<file path="src/rtl/pwm_decoder.sv">
// pwm_decoder
//   Receive side of the 5-step PWM link. Synchronises the PWM line, counts
//   high samples over a fixed window of whole PWM periods, and maps the
//   count to the nearest quarter-duty step and its control code {E,X,Y}.
//   A small lock machine reports when consecutive exact windows agree.
//
//   State table (lock machine, advanced only at window end)
//     state     | meaning
//     UNLOCKED  | last window was not an exact step (or just out of reset)
//     CANDIDATE | one exact window seen; its code is held in code_mem
//     LOCKED    | two or more consecutive exact windows with the same code
//
// Ports
//   Clk     in   system clock, rising edge
//   reset   in   synchronous active-high reset
//   In      in   PWM line, may be asynchronous to Clk
//   E,X,Y   out  decoded control code, held between windows
//   Valid   out  one-cycle strobe when E/X/Y/Exact/Locked were updated
//   Exact   out  last window's high count hit an exact step value
//   Locked  out  lock machine is in LOCKED
module pwm_decoder #(
    parameter int FRAMES = 8
) (
    input  logic Clk,
    input  logic reset,
    input  logic In,
    output logic E,
    output logic X,
    output logic Y,
    output logic Valid,
    output logic Exact,
    output logic Locked
);

    localparam int PERIOD = 4;
    localparam int W      = PERIOD * FRAMES;
    localparam int WW     = $clog2(W);
    localparam int HW     = $clog2(W + 1);
    localparam int TW     = HW + 1;

    typedef enum logic [1:0] {
        UNLOCKED  = 2'd0,
        CANDIDATE = 2'd1,
        LOCKED    = 2'd2
    } lock_state_t;

    lock_state_t     state;
    logic [2:0]      code_mem;
    logic            s1;
    logic            s2;
    logic [WW-1:0]   wcnt;
    logic [HW-1:0]   hcnt;

    logic            win_end;
    logic [HW-1:0]   c_fin;
    logic [TW-1:0]   c_twice;
    logic [2:0]      k;
    logic [HW-1:0]   step_val;
    logic [2:0]      code;
    logic            exact_now;

    assign win_end = (wcnt == WW'(W - 1));
    // The sample taken on the last cycle of the window belongs to it.
    assign c_fin   = hcnt + HW'(s2);
    assign c_twice = {c_fin, 1'b0};

    // Nearest quarter with ties rounding up: count the midpoints 2C reaches.
    always_comb begin
        k = 3'd0;
        for (int j = 0; j < 4; j++) begin
            if (c_twice >= TW'((2 * j + 1) * FRAMES)) begin
                k = k + 3'd1;
            end
        end
    end

    always_comb begin
        step_val = '0;
        code     = 3'b000;
        case (k)
            3'd0: begin step_val = '0;               code = 3'b000; end
            3'd1: begin step_val = HW'(FRAMES);      code = 3'b100; end
            3'd2: begin step_val = HW'(2 * FRAMES);  code = 3'b101; end
            3'd3: begin step_val = HW'(3 * FRAMES);  code = 3'b110; end
            default: begin step_val = HW'(4 * FRAMES); code = 3'b111; end
        endcase
    end

    assign exact_now = (c_fin == step_val);

    always_ff @(posedge Clk) begin
        if (reset) begin
            s1       <= 1'b0;
            s2       <= 1'b0;
            wcnt     <= '0;
            hcnt     <= '0;
            E        <= 1'b0;
            X        <= 1'b0;
            Y        <= 1'b0;
            Valid    <= 1'b0;
            Exact    <= 1'b0;
            Locked   <= 1'b0;
            state    <= UNLOCKED;
            code_mem <= 3'b000;
        end else begin
            s1    <= In;
            s2    <= s1;
            Valid <= win_end;
            if (win_end) begin
                wcnt      <= '0;
                hcnt      <= '0;
                {E, X, Y} <= code;
                Exact     <= exact_now;
                if (!exact_now) begin
                    state  <= UNLOCKED;
                    Locked <= 1'b0;
                end else if (state == UNLOCKED || code != code_mem) begin
                    state    <= CANDIDATE;
                    code_mem <= code;
                    Locked   <= 1'b0;
                end else begin
                    state  <= LOCKED;
                    Locked <= 1'b1;
                end
            end else begin
                wcnt <= wcnt + WW'(1);
                hcnt <= hcnt + HW'(s2);
            end
        end
    end

endmodule

</file>
<file path="config.mk">
export PLATFORM = sky130hd
export DESIGN_NAME = pwm_decoder
export DESIGN_NICKNAME = d
export VERILOG_FILES = /design/src/rtl/pwm_decoder.sv
export SDC_FILE = /design/constraint.sdc
export NUM_CORES = 1
export LEC_CHECK = 0
export ABC_AREA = 1
export CORE_UTILIZATION = 50
export CTS_CLUSTER_DIAMETER = 100
export CTS_CLUSTER_SIZE = 40
export DETAILED_ROUTE_END_ITERATION = 16
export PLACE_DENSITY_LB_ADDON = 0.3
export SETUP_SLACK_MARGIN = 0.5
export SLEW_MARGIN = 20
export SYNTH_ARGS = -nofsm -noshare
export SYNTH_HDL_FRONTEND = slang
export SYNTH_SLANG_ARGS = --single-unit
export TNS_END_PERCENT = 50
</file>
<file path="constraint.sdc">
create_clock -name Clk -period 5.2 [get_ports Clk]
set_input_delay 0.52 -clock Clk [delete_from_list [all_inputs] [get_ports Clk]]
set_output_delay 0.52 -clock Clk [all_outputs]
set_load 0.02 [all_outputs]
</file>
* Word level (Yosys, flattened, before mapping)
Index checks and enable logic that the tools add are counted.
Storage, ports and cells: logic and storage cells 42, register bits after elaboration 24
Operators by class: $add $sub $neg 5, mux-type cells 10, order comparisons 4, equality and inequality tests 6, reduce and logical (&&, ||, !) cells 5
Operators by type and width (count):
- $pmux 6 s4 | 1
- $ge 7x6->1 const B | 2
- $pmux 3 s4 | 1
- $add 3x1->3 const B | 3
- $mux 3 | 3
- $ge 7x4->1 const B | 1
- $ge 7x5->1 const B | 1
- $add 6x1->6 | 1
- $eq 3x2->1 const B | 2
- $eq 6x6->1 | 1
- $add 5x1->5 const B | 1
- $eq 5x5->1 const B | 1
- $mux 2 | 2
- $eq 3x1->1 const B | 1
- $logic_not 3->1 | 1
- $mux 1 | 3
- $ne 3x3->1 | 1
- $reduce_and 3->1 | 1
- $logic_not 2->1 | 1
- $reduce_or 2->1 | 1
- $logic_or 1x1->1 | 1

* Longest topological paths before layout
depth in word-level cells 15, gate-level depth with buffers 28

* Worst setup path after synthesis
No wires, ideal clock.
path kind register to register, from register s2, to register code_mem[2], data required time 5.086 ns, arrival 2.898 ns, clock period less this slack 3.012 ns, setup slack 2.188 ns, cell stages (with the launch flop) 28, cell sequence dfxtp_1 -> ha_1 -> ha_1 -> nand3_1 -> nand2_1 -> nand2_1 -> inv_1 -> nand2_1 -> a21oi_1 -> ha_1 -> inv_1 -> nand2_1 -> nand2_1 -> ha_1 -> inv_1 -> a21oi_2 -> nand2_2 -> nand2_4 -> inv_4 -> nand3_2 -> nand2_1 -> nand2_1 -> nor2_1 -> nand2_2 -> nand2_4 -> nand2_1 -> nand2_1 -> nor2_2
On the way: longest elaborated chain between the ends 14, elaborated cells between the ends (all ways) 22, classes of those cells add/sub (4); order compare (4); eq/ne (5); mux (6); reduce/logical (3)
RTL lines:
- start: declaration | line 50 | logic s2;
- start signal: assignment | line 94 | s2 <= 1'b0;
- start signal: assignment | line 107 | s2 <= s1;
- $add 6x1->6 (*) | line 64 | assign c_fin = hcnt + HW'(s2);
- $ge 7x4->1 | line 71 | if (c_twice >= TW'((2 * j + 1) * FRAMES)) begin
- $mux 1 | line 71
- $add 3x1->3 | line 72 | k = k + 3'd1;
- $mux 3 | line 71
- $add 3x1->3 | line 72
- $mux 3 | line 71
- $add 3x1->3 | line 72
- $mux 3 | line 71
- $eq 3x2->1, or another cell as far along | line 80 | case (k)
- $pmux 3 s4 | line 80
- $ne 3x3->1 | line 117 | end else if (state == UNLOCKED || code != code_mem) begin
- $logic_or 1x1->1 | line 117
- $reduce_and 3->1 (no source line)
- end signal: assignment | line 119 | code_mem <= code;
- end: declaration | line 48 | logic [2:0] code_mem;
Every way passes the cells marked *; elsewhere a longest branch is shown, timed or not. A chain may end at the register's enable or synchronous reset.

* Worst setup path after layout
from register s2, to register code_mem[1]
The elaborated chain is that of the path after synthesis.

==> results.cfg <==
[status]
status = finished clean

[critical_path]
path_delay_family = simple AND/OR/NAND/NOR gates
regToRegSetupSlack_ps = 1790
endpoint_kind = register
crit_slowest_cell = ha_1
slowest_delay_ps = 340
critPathMostFrequentCell = nand2_1
crit_fanout = 9
worstSetupPathType = register to register
path_buf_inv = 4
worst_ep_arrival_time_ps = 3640
critPathLaunchType = register
critPathRequiredTime_ps = 5430

[route]
via_count = 1227
viasPerCell = 5.11
drc = 0
finalWirelength_um = 2680
drtPass1Iterations = 4
drt-initial-drc-count = 16
postRouteAntennaNets = 0
route.detailed.wl_per_inst_um = 11.2

[place]
hpwl_um = 2130
dpl_cell_area_um2 = 1500
port_buffers = 8
dp_slack_ps = 1820
gp_congestion = 0.823

[timing]
max_freq_mhz = 293
worstMarginPinSlew_ps = 457
fin_tns_setup_ps = 0
drv_slew = 0
setup_viol = 0
relSlewSlack = 0.695
grt_setup_unrepaired = no
period_minus_slack_ps = 3410
finalCritPeriodShare = 0.656
setup_slack_ps = 1790
finalHoldViolations = 0
skew_ps = 7.59

[cts]
htree_levels = 1
cts-buffers-inserted = 3
cts_tree = done
cts.sinks = 23
path_clk_slew_ps = 140
cts_post_setup_buffers_inserted = 0
ctsRootBufferMaster = clkbuf_4
post_cts_resized = 0
ctsHoldBuffers = 0
insertion_delay_ps = 320
cts_buffer_depth = 2

[synthesis]
synth.area.top_cells = dfxtp_1, nand2_1, inv_1
synthArstFlopShare = 0
synth_top_area_share = 0.327
syn_area_um2 = 1410
synthCells = 200
ys_ff_latch = 23
synth_area_per_cell_um2 = 7.05
synth_top_area_cell = dfxtp_1
yosysSeqAreaShare = 0.327
synth.top_cells.by_count = nand2_1, inv_1, dfxtp_1
synth.distinct_cells = 24
ys_warn_count = 0
syn_nets = 210
yosysMostFrequentCell = nand2_1
synth_edf_count = 0
yosys_most_used_dff = dfxtp_1

[layout]
syn_to_final_growth_pct = 8.61
regMostFlops = hcnt
num-fill-cells = 232
fin_util = 0.596
layout-drive-gt1-share = 0.181
fin_nets = 221
diodes = 0
design_area_um2 = 1530
reg.largest.list = hcnt x6, wcnt x5, code_mem x3
largest_reg_flops = 6

[hold_path]
hp-class = register to register

[power_and_ir_drop]
p_leak_nw = 0.771
p_total_w = 0.000279
p_per_area_nw_per_um2 = 182
irDropWorstVdd_mv = 0.179

[floorplanning]
start_util = 0.549
rows = 18
die_w_um = 55.1
core_um2 = 2570
io_pins = 9
dieArea_um2 = 3040
die_y_um = 55.1

[grt]
antenna_found_initial = 0
grt_pass1_vias = 1101
grt_overflow = 0
grt_max_degree = 14
grt.total_usage = 0.204
grt_pass1_wl_um = 4350

[run]
max_cap_viol_count = 0
-- per-stage QoR --
stage	hold WS (ps)	cells
after global placement	398	236
after global routing	467	240
final	419	240
after CTS	424	240
after detailed placement	404	236
after floorplan	388	200
-- cells in the final DEF, fill, tap and decap left out, types with 2 or more instances in the layout --
| master | count |
|---|---|
| clkdlybuf4s50_1 | 8 |
| nand2_4 | 6 |
| nand4_1 | 3 |
| nand3_2 | 8 |
| nor2_1 | 22 |
| a21oi_2 | 2 |
| o22ai_1 | 2 |
| ha_1 | 7 |
| inv_1 | 28 |
| clkinv_1 | 2 |
| nand3_1 | 15 |
| a21oi_1 | 3 |
| nor2_2 | 5 |
| clkbuf_4 | 3 |
| nand2_2 | 10 |
| nand2_1 | 55 |
| dfxtp_1 | 23 |
-- worst min-delay path, cell delays in order, from the launching register on --
cell     delay, ps
dfxtp_1        320
inv_1           40
nor2_1          30
-- final timing paths --
| check | depth (start not counted) | startpoint | end |
|---|---|---|---|
| min | 2 | s1$_SDFF_PP0_ | s2$_SDFF_PP0_ |
| max reg2reg | 27 | s2$_SDFF_PP0_ | code_mem[1]$_SDFFE_PP0P_ |
| max | 27 | s2$_SDFF_PP0_ | code_mem[1]$_SDFFE_PP0P_ |
| min reg2reg | 2 | s1$_SDFF_PP0_ | s2$_SDFF_PP0_ |
-- per-layer routing --
layer  global-route usage  share of wire  vias up
met2                0.357           0.49       19
met5                    0              0        -
met4                0.129          0.041        0
met1                0.232           0.45      559
met3               0.0246          0.024       10
li1                     -              -      639
-- cell type report --
cell class	instances	area, um^2	share of cell area
Sequential cell	23	460	0.301
Clock buffer	3	22.5	0.0147
Clock inverter	1	5.00	0.00327
Multi-Input combinational cell	144	807	0.527
Inverter	31	119	0.0776
Tap cell	30	37.5	0.0245
Timing Repair Buffer	8	80.1	0.0523
-- cell families after synthesis --
group           count (synthesis)  share of synthesized area
compound gates                  9                     0.0453
flops                          23                      0.327
buf+inv                        33                      0.101
fa+ha+maj                       7                     0.0621
simple gates                  128                      0.465
-- power breakdown --
group	total [W]	switching (W)	internal, W
clock	0.0000864	0.0000576	0.0000288
sequential	0.000181	0.00000169	0.000179
combinational	0.0000110	0.00000654	0.00000451
total	0.000279	0.0000658	0.000213
(Power assumes the default switching activity.)
